===== src/rtl/e_strobe_uart_tx_if.sv =====
//------------------------------------------------------------------------------
// Module   : e_strobe_uart_tx_if
// Purpose  : 8X305 output-port strobe bus plus UART status/serial signals.
// Revision : 1.0 - initial release
//------------------------------------------------------------------------------
`default_nettype none

interface e_strobe_uart_tx_if;
  logic [7:0] data_in;
  logic       rs;
  logic       ceb;
  logic       e;
  logic       txd;
  logic       busy;
  logic       fifo_full;
  logic       overrun;
  logic [7:0] cmd;

  modport master (
    output data_in, rs, ceb, e,
    input  txd, busy, fifo_full, overrun, cmd
  );

  modport slave (
    input  data_in, rs, ceb, e,
    output txd, busy, fifo_full, overrun, cmd
  );
endinterface

`default_nettype wire


===== src/rtl/e_strobe_uart_tx.sv =====
//------------------------------------------------------------------------------
// Module   : e_strobe_uart_tx
// Purpose  : E-strobe driven UART transmitter with data FIFO for the 8X305 bus.
//            Optional even-parity frames: define UART_PARITY_EN.
// Revision : 1.0 - initial release
//------------------------------------------------------------------------------
`default_nettype none

module e_strobe_uart_tx #(
  parameter int CLK_DIV    = 16,
  parameter int FIFO_DEPTH = 4
) (
  input  logic              clk,
  input  logic              rst,
  e_strobe_uart_tx_if.slave cpu_if
);

  localparam int AW = $clog2(FIFO_DEPTH);
  localparam int CW = AW + 1;
  localparam int DW = $clog2(CLK_DIV);
  localparam logic [CW-1:0] FULL_CNT = CW'(FIFO_DEPTH);
  localparam logic [DW-1:0] DIV_LAST = DW'(CLK_DIV - 1);

  typedef enum logic [2:0] {
    S_IDLE   = 3'd0,
    S_START  = 3'd1,
    S_DATA   = 3'd2,
    S_STOP   = 3'd3
`ifdef UART_PARITY_EN
    , S_PARITY = 3'd4
`endif
  } state_e;

  // e is asynchronous to clk: two-flop synchronizer, edge detect, registered pulse
  logic e_meta_q, e_sync_q, e_prev_q, wr_q;

  always_ff @(posedge clk or posedge rst) begin
    if (rst) begin
      e_meta_q <= 1'b0;
      e_sync_q <= 1'b0;
      e_prev_q <= 1'b0;
      wr_q     <= 1'b0;
    end else begin
      e_meta_q <= cpu_if.e;
      e_sync_q <= e_meta_q;
      e_prev_q <= e_sync_q;
      wr_q     <= e_sync_q & ~e_prev_q;
    end
  end

  logic wr_cmd, wr_data, master_rst;
  assign wr_cmd     = wr_q & ~cpu_if.ceb & cpu_if.rs;
  assign wr_data    = wr_q & ~cpu_if.ceb & ~cpu_if.rs;
  assign master_rst = wr_cmd & (cpu_if.data_in[1:0] == 2'b11);

  logic [7:0]    mem_q [FIFO_DEPTH];
  logic [AW-1:0] wptr_q, rptr_q;
  logic [CW-1:0] count_q;
  logic [7:0]    cmd_q;
  logic          overrun_q;
  logic          pop, empty, full, push_ok;

  assign empty   = (count_q == '0);
  assign full    = (count_q == FULL_CNT);
  assign push_ok = wr_data & (~full | pop);

  always_ff @(posedge clk) begin
    if (push_ok) mem_q[wptr_q] <= cpu_if.data_in;
  end

  always_ff @(posedge clk or posedge rst) begin
    if (rst) begin
      wptr_q    <= '0;
      rptr_q    <= '0;
      count_q   <= '0;
      overrun_q <= 1'b0;
      cmd_q     <= 8'h00;
    end else if (master_rst) begin
      wptr_q    <= '0;
      rptr_q    <= '0;
      count_q   <= '0;
      overrun_q <= 1'b0;
      cmd_q     <= {cpu_if.data_in[7:2], 2'b00};
    end else begin
      if (wr_cmd)             cmd_q     <= cpu_if.data_in;
      if (push_ok)            wptr_q    <= wptr_q + 1'b1;
      if (pop)                rptr_q    <= rptr_q + 1'b1;
      if (wr_data && !push_ok) overrun_q <= 1'b1;
      case ({push_ok, pop})
        2'b10:   count_q <= count_q + 1'b1;
        2'b01:   count_q <= count_q - 1'b1;
        default: count_q <= count_q;
      endcase
    end
  end

  state_e        state_q, state_d;
  logic [DW-1:0] div_q, div_d;
  logic [2:0]    bit_q, bit_d;
  logic [7:0]    sh_q, sh_d;
  logic          txd_q, txd_d;
  logic          load, bit_end;
`ifdef UART_PARITY_EN
  logic          par_en_q, par_en_d, par_bit_q, par_bit_d;
`endif

  assign bit_end = (div_q == DIV_LAST);

  always_ff @(posedge clk or posedge rst) begin
    if (rst) begin
      state_q   <= S_IDLE;
      div_q     <= '0;
      bit_q     <= 3'd0;
      sh_q      <= 8'h00;
      txd_q     <= 1'b1;
`ifdef UART_PARITY_EN
      par_en_q  <= 1'b0;
      par_bit_q <= 1'b0;
`endif
    end else begin
      state_q   <= state_d;
      div_q     <= div_d;
      bit_q     <= bit_d;
      sh_q      <= sh_d;
      txd_q     <= txd_d;
`ifdef UART_PARITY_EN
      par_en_q  <= par_en_d;
      par_bit_q <= par_bit_d;
`endif
    end
  end

  // txd_d is the line level for the state being entered, so txd stays registered
  always_comb begin
    state_d   = state_q;
    div_d     = div_q;
    bit_d     = bit_q;
    sh_d      = sh_q;
    txd_d     = txd_q;
    load      = 1'b0;
    pop       = 1'b0;
`ifdef UART_PARITY_EN
    par_en_d  = par_en_q;
    par_bit_d = par_bit_q;
`endif
    unique case (state_q)
      S_IDLE: begin
        txd_d = 1'b1;
        if (!empty) load = 1'b1;
      end
      S_START: begin
        div_d = div_q + 1'b1;
        if (bit_end) begin
          div_d   = '0;
          state_d = S_DATA;
          txd_d   = sh_q[0];
        end
      end
      S_DATA: begin
        div_d = div_q + 1'b1;
        if (bit_end) begin
          div_d = '0;
          bit_d = bit_q + 1'b1;
          if (bit_q == 3'd7) begin
`ifdef UART_PARITY_EN
            state_d = par_en_q ? S_PARITY : S_STOP;
            txd_d   = par_en_q ? par_bit_q : 1'b1;
`else
            state_d = S_STOP;
            txd_d   = 1'b1;
`endif
          end else begin
            sh_d  = {1'b0, sh_q[7:1]};
            txd_d = sh_q[1];
          end
        end
      end
`ifdef UART_PARITY_EN
      S_PARITY: begin
        div_d = div_q + 1'b1;
        if (bit_end) begin
          div_d   = '0;
          state_d = S_STOP;
          txd_d   = 1'b1;
        end
      end
`endif
      S_STOP: begin
        div_d = div_q + 1'b1;
        if (bit_end) begin
          div_d = '0;
          if (!empty) begin
            load = 1'b1;
          end else begin
            state_d = S_IDLE;
            txd_d   = 1'b1;
          end
        end
      end
      default: begin
        state_d = S_IDLE;
        txd_d   = 1'b1;
      end
    endcase

    if (load) begin
      pop       = 1'b1;
      sh_d      = mem_q[rptr_q];
      state_d   = S_START;
      txd_d     = 1'b0;
      div_d     = '0;
      bit_d     = 3'd0;
`ifdef UART_PARITY_EN
      par_en_d  = cmd_q[2];
      par_bit_d = ^mem_q[rptr_q];
`endif
    end

    if (master_rst) begin
      pop     = 1'b0;
      state_d = S_IDLE;
      txd_d   = 1'b1;
      div_d   = '0;
      bit_d   = 3'd0;
    end
  end

  assign cpu_if.txd       = txd_q;
  assign cpu_if.busy      = (state_q != S_IDLE) | ~empty;
  assign cpu_if.fifo_full = full;
  assign cpu_if.overrun   = overrun_q;
  assign cpu_if.cmd       = cmd_q;

endmodule

`default_nettype wire


===== src/flat_wrapper.sv =====
// flat-port wrapper written by rule: the top's interface ports become plain ports
module e_strobe_uart_tx_flat 
#(
  parameter int CLK_DIV    = 16,
  parameter int FIFO_DEPTH = 4
)
  (clk, rst, cpu_if_data_in, cpu_if_rs, cpu_if_ceb, cpu_if_e, cpu_if_txd, cpu_if_busy, cpu_if_fifo_full, cpu_if_overrun, cpu_if_cmd);
  e_strobe_uart_tx_if cpu_if_i ();
  input  logic clk;
  input  logic rst;
  input wire logic [$bits(cpu_if_i.data_in)-1:0] cpu_if_data_in;
  input wire logic [$bits(cpu_if_i.rs)-1:0] cpu_if_rs;
  input wire logic [$bits(cpu_if_i.ceb)-1:0] cpu_if_ceb;
  input wire logic [$bits(cpu_if_i.e)-1:0] cpu_if_e;
  output wire logic [$bits(cpu_if_i.txd)-1:0] cpu_if_txd;
  output wire logic [$bits(cpu_if_i.busy)-1:0] cpu_if_busy;
  output wire logic [$bits(cpu_if_i.fifo_full)-1:0] cpu_if_fifo_full;
  output wire logic [$bits(cpu_if_i.overrun)-1:0] cpu_if_overrun;
  output wire logic [$bits(cpu_if_i.cmd)-1:0] cpu_if_cmd;
  assign cpu_if_i.data_in = cpu_if_data_in;
  assign cpu_if_i.rs = cpu_if_rs;
  assign cpu_if_i.ceb = cpu_if_ceb;
  assign cpu_if_i.e = cpu_if_e;
  assign cpu_if_txd = cpu_if_i.txd;
  assign cpu_if_busy = cpu_if_i.busy;
  assign cpu_if_fifo_full = cpu_if_i.fifo_full;
  assign cpu_if_overrun = cpu_if_i.overrun;
  assign cpu_if_cmd = cpu_if_i.cmd;
  e_strobe_uart_tx #(.CLK_DIV(CLK_DIV), .FIFO_DEPTH(FIFO_DEPTH)) u_core (.clk(clk), .rst(rst), .cpu_if(cpu_if_i));
endmodule

===== config.mk =====
export PLATFORM = sky130hd
export DESIGN_NAME = e_strobe_uart_tx_flat
export DESIGN_NICKNAME = d
export VERILOG_FILES = /design/src/rtl/e_strobe_uart_tx_if.sv /design/src/rtl/e_strobe_uart_tx.sv /design/src/flat_wrapper.sv
export SDC_FILE = /design/constraint.sdc
export NUM_CORES = 1
export LEC_CHECK = 0
export CORE_MARGIN = 2
export CORE_UTILIZATION = 35
export CTS_CLUSTER_DIAMETER = 40
export DETAILED_ROUTE_END_ITERATION = 7
export PLACE_DENSITY = 0.61
export SLEW_MARGIN = 20
export SYNTH_ARGS = -nofsm -noshare
export SYNTH_HDL_FRONTEND = slang
export SYNTH_SLANG_ARGS = --single-unit

===== constraint.sdc =====
create_clock -name clk -period 7.4 [get_ports clk]
set_input_delay 1.48 -clock clk [delete_from_list [all_inputs] [get_ports clk]]
set_output_delay 1.48 -clock clk [all_outputs]
set_load 0.02 [all_outputs]

==> Word level (Yosys, flattened, before mapping) <==
Memories as Yosys holds them, arrays and structs flattened.
Cells that the tools add are included.
{ "word_totals": {"register_bits": 39, "latch_bits": 0, "ram_bits": 32, "rom_bits": 0, "inputBits": 13, "output_inout_bits": 12, "word_cells": 115, "n_memories": 1} }
{ "classes": {"addsub": 6, "mul": 0, "div_mod_pow": 0, "n_lt_le_gt_ge": 0, "eq_ne": 16, "shift": 0, "n_mux": 45, "bitwise_logic": 13, "reduce_logical": 20} }
{ "memory_table": {"columns": ["memory", "depth", "word_bits", "read_ports", "rd_ports_with_merged_regs", "wr", "line_no", "text"], "rows": [
  ["u_core.mem_q", 4, 8, 1, 0, 1, "e_strobe_uart_tx.sv:56", "logic [7:0] mem_q [FIFO_DEPTH];"]
]} }
{ "op_table": {"columns": ["cell", "count"], "rows": [
  ["two-way mux 8 bit", 6],
  ["two-way mux 3 bit", 12],
  ["!= test 4 x 1 -> 1 bit, second input constant", 5],
  ["two-way mux 4 bit", 4],
  ["two-way mux 1 bit", 15],
  ["nonzero test 3 bit", 5],
  ["case mux 3 bit (4 select lines)", 1],
  ["nonzero test 2 bit", 6],
  ["two-way mux 2 bit", 4],
  ["adder 3 x 1 -> 3 bit, second input constant", 2],
  ["bitwise AND 1 bit", 6],
  ["equality test 3 x 2 -> 1 bit, second input constant", 2],
  ["equality test 3 bit, second input constant", 2],
  ["zero test 3 bit", 2],
  ["case mux 3 bit (2 select lines)", 1],
  ["AND reduction 6 bit", 1],
  ["inverter 1 bit", 5],
  ["adder 2 x 1 -> 2 bit, second input constant", 2],
  ["adder 4 x 1 -> 4 bit, second input constant", 1],
  ["equality test 2 bit, second input constant", 2],
  ["equality test 4 bit, second input constant", 1],
  ["AND reduction 4 bit", 1],
  ["equality test 3 x 1 -> 1 bit, second input constant", 1],
  ["!= test 3 x 1 -> 1 bit, second input constant", 1],
  ["11 further kinds", 12]
]} }

==> Longest topological paths before layout <==
Gate-level depths: netlist of run 1.
{ "logic_depth": {"depth_word": 12, "mapped_depth": 12, "mapped_depth_nobuf": 11} }

==> Worst setup path after synthesis of run 1 <==
Ideal clock, no wire load.
{ "synth_timing": {"kind": "input to register", "from": "input port cpu_if_ceb", "to": "register u_core.count_q[2]", "setup_ns": 0.078, "arrival_time_ns": 3.346, "t_required_ns": 7.322, "path_slack_ns": 3.976, "path_stages": 8, "n_path_buf": 0, "cell_sequence": "or3b_2 > nor2_1 > inv_1 > ha_1 > fa_1 > xnor2_1 > or3_1 > a21oi_1"} }
{ "synth_via": {"elab_chain_cells": 10, "word_cells_on_any_way": 13, "cone_classes": "2 x eq/ne; 3 x mux; 7 x bitwise; 1 x reduce/logical"} }
{ "synth_rtl": {"columns": ["item", "line_no", "text"], "rows": [
  ["start: declaration", "flat_wrapper.sv:13", "input wire logic [$bits(cpu_if_i.ceb)-1:0] cpu_if_ceb;"],
  ["inverter 1 bit *", "e_strobe_uart_tx.sv:52, e_strobe_uart_tx.sv:53", null],
  ["bitwise AND 1 bit *", "e_strobe_uart_tx.sv:52, e_strobe_uart_tx.sv:53", null],
  ["bitwise AND 1 bit", "e_strobe_uart_tx.sv:52", "assign wr_cmd = wr_q & ~cpu_if.ceb & cpu_if.rs;"],
  ["bitwise AND 1 bit", "e_strobe_uart_tx.sv:54", "assign master_rst = wr_cmd & (cpu_if.data_in[1:0] == 2'b11);"],
  ["two-way mux 1 bit", "e_strobe_uart_tx.sv:219", "if (master_rst) begin"],
  ["bitwise OR 1 bit", "e_strobe_uart_tx.sv:65", "assign push_ok = wr_data & (~full | pop);"],
  ["bitwise AND 1 bit", "e_strobe_uart_tx.sv:65", null],
  ["equality test 2 x 1 -> 1 bit or equality test 2 bit (tied branches)", "e_strobe_uart_tx.sv:89", "case ({push_ok, pop})"],
  ["case mux 3 bit (2 select lines)", "e_strobe_uart_tx.sv:89", null],
  ["two-way mux 3 bit", "e_strobe_uart_tx.sv:78", "end else if (master_rst) begin"],
  ["end signal: assignment", "e_strobe_uart_tx.sv:90", "2'b10: count_q <= count_q + 1'b1;"],
  ["end signal: assignment", "e_strobe_uart_tx.sv:91", "2'b01: count_q <= count_q - 1'b1;"],
  ["end signal: assignment", "e_strobe_uart_tx.sv:92", "default: count_q <= count_q;"],
  ["end: declaration", "e_strobe_uart_tx.sv:58", "logic [CW-1:0] count_q;"]
]} }
Every way passes the cells marked *; elsewhere a longest branch is shown, timed or not.
A chain may end at the register's enable or synchronous reset.

==> Final worst setup path of run 1 <==
Same ends and word-level chain as after synthesis.

==> summary.md, run 1 <==
| Metric | Value |
|---|---|
| Die Wd | `roughly 98 um` |
| Final Slew Violations | `0` |
| Area of the core | `0.00859 mm^2` |
| Placed cells | `350` |
| Port Buffer Count | `24` |
| CP arrival | `4250 ps` |
| CP cell instances | `clkdlybuf4s50_1 > nand3b_1 > nor2_1 > nor2_1 > ha_1 > fa_1 > xnor2_1 > or3_1 > a21oi_1` |
| Clock-pin transition on the worst setup and hold timing paths | `approximately 70 ps` |
| Routed met1 length | `~2500 um` |
| Post-CTS Setup Inserts | `0` |
| Initial antenna violation count | `0` |
| Internal | `roughly 820 uW` |
| Placed inst area | `0.00342 mm^2` |
| Setup-failing EPs final | `0` |
| CP delay by family, top | `simple AND/OR/NAND/NOR gates` |
| Req. time, crit path | `approximately 7700 ps` |
| Pleak | `0.00137 uW` |
| Number of global-route vias before repair | `approximately 1.8k` |
| Final HPWL DP | `between 3000 and 4000 um` |
| Layout cells sized above 1 | `~15%` |
| Area share of the leading cell type in the synthesized netlist | `a little under a third` |
| Clk_skew | `just over 6 ps` |
| Met2 WL | `2500 um` |
| Fmax | `~250 MHz` |
| Hold_buf cts | `0` |
| Fill cell count | `just over 800` |
| Clock Power Share | `about a fifth` |
| Setup Crit Path Kind | `in -> reg` |
| RSZ-0062 raised after global routing | `no` |
| Max FO, Critical Path | `12` |
| Tcrit/Tclk final | `about 54%` |
| Most frequent cells after synthesis | `dfrtp_1 (37), edfxtp_1 (32), nand2_1 (19)` |
| Total grt overflow | `0` |
| Max-slew headroom | `32.4%` |
| 1st-pass router iterations | `4` |
| DR WL met3 | `about 110 um` |
| Final Hold Violating Endpoints | `0` |
| Worst hold path type | `reg -> reg` |
| Total GRT Usage | `between 10% and 20%` |
| Post-synthesis register bit count | `70` |
| Inserted Clock Buffers | `9` |
| Initial Util | `between 30% and 40%` |
| P_sw | `~440 uW` |
| Asr flop ratio synth | `between 50% and 60%` |
| Worst VDD drop | `between 0.1 and 0.15 mV` |
| CTS Sinks | `70` |
| Top cells by area, synth | `edfxtp_1 (31%), dfrtp_1 (30%), mux4_2 (5.9%)` |
| PostCTS Resize Cnt | `0` |
| Crit-path max cell delay | `roughly 560 ps` |
| Vias | `between 1.5k and 2k` |
| First-pass GRT wire length | `roughly 9000 um` |
| Startpoint types | `input pin` |
| CTS tree | `done` |
| Synth warnings | `0` |
| Status | `finished, final reports clean` |
| Maxcap violations | `0` |
| Clock root buffer | `clkbuf_8` |
| Cell with the most instances after synthesis | `dfrtp_1` |
| Worst path bufs/invs | `1` |
| DR top layer | `met4` |
| IO Pins | `25` |
| DRT iter0 DRCs | `39` |
| Finished Cell Area | `~0.0036 mm^2` |
| Cell Pwr Density | `between 300 and 400 mW/mm^2` |
| Setup Total Neg Slack | `0 ps` |
| CTS max path bufs | `2` |
| Drc violations | `0` |
| Top_reg_cell synth | `dfrtp_1` |
| Routed WL | `5200 um` |
| RD Place Congestion | `about 0.76` |
| Synthesized area | `0.00307 mm^2` |
| Clk_lat worst skew | `roughly 350 ps` |
| Share of the yosys chip area belonging to registers | `62.3%` |
| Synth-to-Final Area Change | `17.1%` |
| Min Clock Period, post-route | `a little under 4000 ps` |
| Sw frac | `about a third` |
| CP max-delay cell | `nor2_1` |
| Final Net Count | `about 280` |
| Number of flops mapped to enable cells by yosys | `32` |
| Cell taking the most area after synthesis | `edfxtp_1` |
| Mapped Cells | `approximately 220` |
| Distinct cell type count after synthesis | `44` |
| Cell repeated most along the worst path | `nor2_1` |
| Synth Net Count | `between 200 and 300` |
| Sequential power share | `44.8%` |
| Endpoint class of the critical path | `register` |
| Post-route ant nets | `0` |
| Final Non-Filler Cells | `about 370` |
| H-tree levels | `3` |
| Largest net degree at the start of global routing | `39` |
| Via-per-instance ratio | `around 5` |
| Syn Area/Cell | `roughly 14 um^2` |
| Rows | `34` |
| Combinational group share of total power | `about 34%` |
| DIE AREA | `approximately 0.0095 mm^2` |
| ANT cells | `0` |
| Measured slew at the worst slew-check pin | `1010 ps` |
| Wire per inst | `14.2 um` |
| Die height | `97.6 um` |
## cell type report
type / count / area [um^2] / area share, %
clock buffers: 9 / 124 / 3.45
clock inverters: 7 / 50.0 / 1.39
inverters: 8 / 30.0 / 0.835
multi-input cells: 139 / 1090 / 30.5
flip-flops and latches: 70 / 1910 / 53.2
well taps: 108 / 135 / 3.76
repair buffers: 25 / 248 / 6.89
## layout by cell type (no fill, tap or decap), drive strengths merged, types with 2 or more instances in the layout
cell type	instances
inv	9
clkdlybuf4s50	24
xnor2	3
nand2	19
nor3	3
dfrtp	37
nor2	14
nand4	2
o21ai	14
xor2	2
nor3b	2
clkinvlp	2
nand2b	2
and2	4
ha	12
clkinv	4
mux2i	10
and3	2
nor2b	2
edfxtp	32
a211o	2
mux2	6
nand3	4
a21oi	10
clkbuf	9
mux4	8
or3	5
## layer usage
metal	up-vias	global-route usage, %
met5	-	0
met4	0	7.05
met3	10	1.73
met2	30	18.9
met1	873	15.2
li1	872	-
## worst paths after layout
check                      slack (ps)  cells past startpoint                          start                             to
setup / recovery                 3420                      9                     cpu_if_ceb  u_core.count_q[2]$_DFFE_PP0P_
hold / removal                    370                      0      u_core.e_meta_q$_DFF_PP0_      u_core.e_sync_q$_DFF_PP0_
setup reg to reg                 4480                     11  u_core.state_q[0]$_DFFE_PP0P_  u_core.count_q[2]$_DFFE_PP0P_
hold reg to reg                   370                      0      u_core.e_meta_q$_DFF_PP0_      u_core.e_sync_q$_DFF_PP0_
max in group asynchronous        5490                      3                            rst  u_core.cpu_if.txd$_DFFE_PP1P_
min in group asynchronous        1540                      3                            rst    u_core.div_q[2]$_DFFE_PP0P_
## metrics by stage
step	hold slack, ps	worst slack (ps)	utilization, %	power [uW]
2_1_floorplan	331	3980	-	889
3_3_place_gp	345	3140	39.8	997
3_5_place_dp	345	3030	39.8	1010
4_1_cts	371	3400	41.8	1280
5_1_grt	381	3200	41.8	1360
6_report	365	3420	41.8	1260
## logic make-up (layout without fill, tap and decap cells)
group	count (synthesis)	after routing	share of synthesized area, %
DFF	70	70	62.3
and+or+nand+nor	63	63	10.4
AOI/OAI and AO/OA	34	34	6.97
muxes	24	24	11.3
buffers and inverters	15	49	2.00
adders and majority gates	13	13	5.54
xor gates and xnor gates	5	5	1.43
## power by group through the flow
stage	registers, uW	logic (uW)	clock network [uW]
final	566	426	270
after CTS	568	434	280
after detailed placement	576	431	0
after global routing	581	482	297
after global placement	575	421	0
after floorplan	555	334	0
## state kept, by name, indices dropped and copies added (netlist names)
register and count:
u_core.cpu_if.overrun 1, u_core.cpu_if.txd 1, u_core.cpu_if.cmd 8, u_core.count_q 3
u_core.mem_q 32, u_core.rptr_q 2, u_core.div_q 4, u_core.sh_q 8
u_core.e_sync_q 1, u_core.wptr_q 2, u_core.e_meta_q 1, u_core.bit_q 3
u_core.e_prev_q 1, u_core.wr_q 1, u_core.state_q 2
## worst reg2reg max path: cells and delay by family (launching register included)
family,cells,cell delay (ps)
and+or+nand+nor,2,520
adders and majority gates,3,970
xor gates and xnor gates,1,150
AOI/OAI and AO/OA,3,600
buffers and inverters,2,190
DFF,1,430
Note: power is estimated with default switching activity, not from simulation.
==> run 2, diff against run 1 <==
--- a/config.mk
+++ b/config.mk
@@ -9,7 +9,7 @@
 export CORE_UTILIZATION = 35
 export CTS_CLUSTER_DIAMETER = 40
 export DETAILED_ROUTE_END_ITERATION = 7
-export PLACE_DENSITY = 0.61
+export PLACE_DENSITY = 0.63
 export SLEW_MARGIN = 20
 export SYNTH_ARGS = -nofsm -noshare
 export SYNTH_HDL_FRONTEND = slang
==> constraint.sdc (replaced) <==
create_clock -name clk -period 3.6 [get_ports clk]
set_input_delay 0.72 -clock clk [delete_from_list [all_inputs] [get_ports clk]]
set_output_delay 0.72 -clock clk [all_outputs]
set_load 0.02 [all_outputs]
==> run 2 against run 1 <==
Net effect:
- total power rose by 110%
- clock power up 140%
- combinational power rose by 110%
- global-route usage is 0.73 points higher
- routed wire length increased by 5.2%
- final cell count is 0.55% higher
- critical path depth is 2 higher
- die area is the same
- clock skew increased by 4.4 ps
- register-to-register slack worse by 3800 ps
- critical endpoint unchanged
- largest cell class unchanged
- largest power group unchanged
- highest routed layer unchanged
==> summary.md, run 2 (synthesized netlist as in run 1, its figures left out) <==
| Metric | Value |
|---|---|
| Port Buffer Count | `24` |
| Fmax | `around 340 MHz` |
| Status | `finished, final reports clean` |
| Number of global-route vias before repair | `1924` |
| Clk_lat worst skew | `350 ps` |
| Final Net Count | `281` |
| Endpoint class of the critical path | `register` |
| H-tree levels | `3` |
| Routed WL | `around 5500 um` |
| CTS max path bufs | `2` |
| Largest net degree at the start of global routing | `39` |
| CP max-delay cell | `dfrtp_1` |
| Setup Crit Path Kind | `reg -> reg` |
| Die Wd | `~100 um` |
| Hold_buf cts | `0` |
| CP startpoint | `u_core.state_q[1]$_DFFE_PP0P_` |
| Min-Delay Path Depth | `0` |
| Clk_skew | `10.5 ps` |
| PostCTS Resize Cnt | `0` |
| Via-per-instance ratio | `approximately 5` |
| Placed inst area | `around 0.0034 mm^2` |
| Worst path bufs/invs | `2` |
| Cell Pwr Density | `between 700 and 800 mW/mm^2` |
| Met2 WL | `about 2700 um` |
| Routed met1 length | `around 2500 um` |
| Worst hold path type | `reg -> reg` |
| Final Hold Violating Endpoints | `0` |
| Finished Core Util | `a little over two fifths` |
| Vias | `between 1.5k and 2k` |
| Setup Total Neg Slack | `0 ps` |
| Finished Cell Area | `between 0.003 and 0.004 mm^2` |
| DR top layer | `met4` |
| Setup-failing EPs final | `0` |
| Most frequent cells in the layout | `dfrtp_1 (37), edfxtp_1 (32), clkdlybuf4s50_1 (24)` |
| Pleak | `~0.0014 uW` |
| Min Clock Period, post-route | `between 2000 and 3000 ps` |
| DR WL met3 | `between 100 and 150 um` |
| Measured slew at the worst slew-check pin | `1010 ps` |
| RD Place Congestion | `a little over 0.7` |
| Initial Util | `between 30% and 40%` |
| Commonest non-fill, non-tap cell in the layout | `dfrtp_1` |
| CP cell instances | `inv_1 > ha_1 > a41oi_2 > o31a_1 > nor2_1 > inv_1 > ha_1 > fa_1 > xnor2_1 > or3_1 > a21oi_1` |
| RSZ-0062 raised after global routing | `no` |
| Post-CTS Setup Inserts | `0` |
| Clock-pin transition on the worst setup and hold timing paths | `~80 ps` |
| Final Slew Violations | `0` |
| Area of the core | `about 0.0086 mm^2` |
| Total grt overflow | `0` |
| Inserted Clock Buffers | `9` |
| CTS tree | `done` |
| Reg-to-reg endpoint | `u_core.count_q[2]$_DFFE_PP0P_` |
| DIE AREA | `between 0.009 and 0.01 mm^2` |
| ANT cells | `0` |
| Startpoint types | `register` |
| Tcrit/Tclk final | `about 82%` |
| Top reg by flops | `u_core.mem_q` |
| Worst R2R Start | `u_core.state_q[1]$_DFFE_PP0P_` |
| Reg2Reg Depth | `11` |
| Worst VDD drop | `between 0.3 and 0.4 mV` |
| CTS Sinks | `70` |
| Drc violations | `0` |
| Initial antenna violation count | `0` |
| Max-slew headroom | `about a third` |
| Maxcap violations | `0` |
| Crit-path max cell delay | `around 420 ps` |
| CP arrival | `roughly 3200 ps` |
| Die height | `approximately 100 um` |
| Req. time, crit path | `around 3900 ps` |
| Max reg flops | `32` |
| Layout cells sized above 1 | `approximately 16%` |
| Critical Path Stages | `11` |
| Synth-to-Final Area Change | `18.5%` |
| Max FO, Critical Path | `10` |
| 1st-pass router iterations | `4` |
| Rows | `34` |
| Total GRT Usage | `12.5%` |
| Post-route ant nets | `0` |
| Final HPWL DP | `around 3600 um` |
| CP endpoint | `u_core.count_q[2]$_DFFE_PP0P_` |
| First-pass GRT wire length | `9340 um` |
| R2R setup slack | `roughly 660 ps` |
| DRT iter0 DRCs | `between 70 and 80` |
| IO Pins | `25` |
| CP delay by family, top | `adder cells` |
| Wire per inst | `14.9 um` |
| Clock root buffer | `clkbuf_8` |
-- run 2: changes by cell type in the layout (fill, tap and decap cells not counted), sizes merged --
cell,before,now
buf,1,3
clkinv,4,0
inv,9,11
bufinv,0,1
clkinvlp,2,3
-- run 2: routing by layer --
layer	global-route usage (%)	up-vias
met4	7.05	0
li1	-	880
met1	15.3	918
met3	2.73	7
met2	20.6	27
met5	0	-
-- run 2: where the power goes --
| group | switching (uW) | internal, uW | leakage, uW | total [uW] |
|---|---|---|---|---|
| registers | 163 | 1000 | 0.000761 | 1160 |
| logic | 452 | 435 | 0.000536 | 886 |
| clock network | 321 | 327 | 0.0000929 | 648 |
| total | 936 | 1760 | 0.00139 | 2700 |
-- run 2: how the worst min path moves through the flow --
| stage | end | from | slack [ps] |
|---|---|---|---|
| finish | u_core.e_sync_q$_DFF_PP0_ | u_core.e_meta_q$_DFF_PP0_ | 350 |
| global route | u_core.e_sync_q$_DFF_PP0_ | u_core.e_meta_q$_DFF_PP0_ | 360 |
| CTS | u_core.e_sync_q$_DFF_PP0_ | u_core.e_meta_q$_DFF_PP0_ | 360 |
| detailed placement | u_core.e_sync_q$_DFF_PP0_ | u_core.e_meta_q$_DFF_PP0_ | 340 |
| global placement | u_core.e_sync_q$_DFF_PP0_ | u_core.e_meta_q$_DFF_PP0_ | 350 |
| floorplan | u_core.e_sync_q$_DFF_PP0_ | u_core.e_meta_q$_DFF_PP0_ | 330 |
-- run 2: layout make-up --
type                    count  area [um^2]
fillers                   813         4950
clock buffers               9          124
well taps                 108          135
inverters                   8         30.0
multi-input cells         139         1090
clock inverters             7         78.8
flip-flops and latches     70         1910
repair buffers             27          263
-- run 2: metrics by stage --
step | worst slack [ps] | hold slack, ps | instances | total power (uW)
after floorplan | 936 | 331 | 224 | 1830
after detailed placement | 333 | 337 | 352 | 2070
after CTS | 637 | 356 | 368 | 2730
final | 663 | 353 | 368 | 2700
after global routing | 387 | 358 | 368 | 2890
after global placement | 440 | 347 | 352 | 2050
==> run 3, diff against run 2 <==
==> constraint.sdc (replaced) <==
create_clock -name clk -period 2.42 [get_ports clk]
set_input_delay 0.484 -clock clk [delete_from_list [all_inputs] [get_ports clk]]
set_output_delay 0.484 -clock clk [all_outputs]
set_load 0.02 [all_outputs]
==> run 3 against run 2 <==
Net effect:
- the run now ends with setup timing left
- hold slack improved by 9.7 ps
- clock skew is 1.3 ps higher
- routed wire length is 1.2% lower
- sequential cell count unchanged
- sequential power rose by 49%
- register-to-register slack lost 680 ps
- count of clock-buffer cells in the layout unchanged
- die area unchanged
- non-clock buffer count increased by 33
==> summary.md, run 3 (synthesized netlist as in run 1, its figures left out) <==
| Metric | Value |
|---|---|
| Status | `complete, but fails checks` |
| Failing checks | `setup timing` |
| DIE AREA | `roughly 0.0095 mm^2` |
| Post-route setup slack | `-15.5 ps` |
| Total GRT Usage | `12.2%` |
| Fill cell count | `between 800 and 900` |
| Wire per inst | `between 10 and 15 um` |
| Max FO, Critical Path | `3` |
| CTS max path bufs | `2` |
| Worst hold path type | `reg -> reg` |
| Reg2Reg Depth | `10` |
| Endpoint class of the critical path | `register` |
| Most frequent cells in the layout | `dfrtp_1 (37), buf_4 (36), edfxtp_1 (32)` |
| Clk_skew | `~12 ps` |
| Final Hold Violating Endpoints | `0` |
| RSZ-0062 raised after global routing | `yes` |
| Rows | `34` |
| R2R setup slack | `-20 ps` |
| DRT iter0 DRCs | `56` |
| First-pass GRT wire length | `a little over 9000 um` |
| Post-route ant nets | `0` |
| Worst R2R Start | `u_core.state_q[0]$_DFFE_PP0P_` |
| Hold_buf cts | `0` |
| Largest net degree at the start of global routing | `39` |
| Min Clock Period, post-route | `about 2400 ps` |
| ANT cells | `0` |
| Top reg by flops | `u_core.mem_q` |
| Final Net Count | `314` |
| Clock root buffer | `clkbuf_8` |
| Drc violations | `0` |
| Clock-pin transition on the worst setup and hold timing paths | `~80 ps` |
| Cell Pwr Density | `~1100 mW/mm^2` |
| Inserted Clock Buffers | `9` |
| CTS tree | `done` |
| RD Place Congestion | `around 0.75` |
| CP startpoint | `u_core.state_q[0]$_DFFE_PP0P_` |
| CP arrival | `roughly 2700 ps` |
| Reg-to-reg endpoint | `u_core.count_q[2]$_DFFE_PP0P_` |
| Pleak | `0.00155 uW` |
| Routed WL | `about 5400 um` |
| Fmax | `between 400 and 500 MHz` |
| Final HPWL DP | `~3800 um` |
| Synth-to-Final Area Change | `27.0%` |
| Via-per-instance ratio | `4.76` |
| CP endpoint | `u_core.count_q[2]$_DFFE_PP0P_` |
| Die Wd | `97.6 um` |
| Total grt overflow | `0` |
| Final Slew Violations | `0` |
| Initial antenna violation count | `0` |
| Maxcap violations | `0` |
| Number of global-route vias before repair | `1967` |
| CTS Sinks | `70` |
| IO Pins | `25` |
| Setup Crit Path Kind | `reg -> reg` |
| Hold_ws | `363 ps` |
| Area of the core | `around 0.0086 mm^2` |
| Commonest non-fill, non-tap cell in the layout | `dfrtp_1` |
| Req. time, crit path | `~2700 ps` |
| Worst VDD drop | `around 0.55 mV` |
| Layout cells sized above 1 | `between 20% and 30%` |
| Port Buffer Count | `24` |
| Startpoint types | `register` |
| Placed cells | `roughly 380` |
| Vias | `1908` |
| H-tree levels | `3` |
| 1st-pass router iterations | `4` |
| Tcrit/Tclk final | `101%` |
| Die height | `~98 um` |
| Initial Util | `35.7%` |
| Clk_lat worst skew | `between 300 and 400 ps` |
| Max reg flops | `32` |
| Measured slew at the worst slew-check pin | `just under 600 ps` |
| Max-slew headroom | `around 60%` |
| Setup-failing EPs final | `1` |
| Final Non-Filler Cells | `~400` |
## run 3: cell count changes in the layout (fill, tap and decap cells not counted), moves of 2 or more
cell	change
buf_4	+33
ha_1	-3
inv_1	-3
inv_2	+3
ha_2	+2
nor2_1	-2
## run 3: worst min path at each step
stage,endpoint,cells past startpoint,startpoint
floorplan,u_core.e_sync_q$_DFF_PP0_,0,u_core.e_meta_q$_DFF_PP0_
global placement,u_core.e_sync_q$_DFF_PP0_,0,u_core.e_meta_q$_DFF_PP0_
detailed placement,u_core.e_sync_q$_DFF_PP0_,0,u_core.e_meta_q$_DFF_PP0_
CTS,u_core.e_sync_q$_DFF_PP0_,0,u_core.e_meta_q$_DFF_PP0_
global route,u_core.e_sync_q$_DFF_PP0_,0,u_core.e_meta_q$_DFF_PP0_
finish,u_core.e_sync_q$_DFF_PP0_,0,u_core.e_meta_q$_DFF_PP0_
## run 3: per-stage QoR
stage / TNS [ps] / cell area, um^2 / total power [uW] / worst slack (ps) / utilization, %
2_1_floorplan: -68.9 / 3090 / 2750 / -68.9 / -
3_3_place_gp: -350 / 3640 / 3250 / -291 / 42.4
3_5_place_dp: -436 / 3640 / 3290 / -344 / 42.4
4_1_cts: 0 / 3870 / 4160 / 0.437 / 45.0
5_1_grt: -258 / 3900 / 4500 / -131 / 45.4
6_report: -15.5 / 3900 / 4170 / -15.5 / 45.4
## run 3: layout make-up
class,count,area (um^2),area share [%]
Timing Repair Buffer,60,510,13.1
Clock buffer,9,124,3.18
Multi-Input combinational cell,139,1140,29.1
Tap cell,108,135,3.47
Sequential cell,70,1910,49.1
Clock inverter,7,48.8,1.25
Inverter,8,30.0,0.770
## run 3: worst max-delay path, cell delays in order (launching register included)
cell and delay (ps):
dfrtp_1 430, inv_2 80, ha_2 270, o31a_1 340
nor2_2 130, inv_2 60, ha_4 160, fa_2 330
xnor2_1 140, or3_1 320, a21oi_2 130
## run 3: per-layer routing
| layer | share of wire [%] | GRT usage (%) | wire [um] |
|---|---|---|---|
| met1 | 47 | 15.8 | 2540 |
| met2 | 49 | 19.8 | 2650 |
| met3 | 2.9 | 3.38 | 157 |
| met4 | 1.0 | 4.49 | 56 |
| met5 | 0 | 0 | 0 |
## run 3: what timing repair did
action                     CTS  global route
gates resized for setup      5             5
buffers inserted             6             1
pin swaps                    4             1
setup endpoints to repair    1             4
## run 3: where the power goes
group,switching [uW],internal [uW]
Combinational,740,869
Clock,458,373
Sequential,238,1490
Total,1440,2730
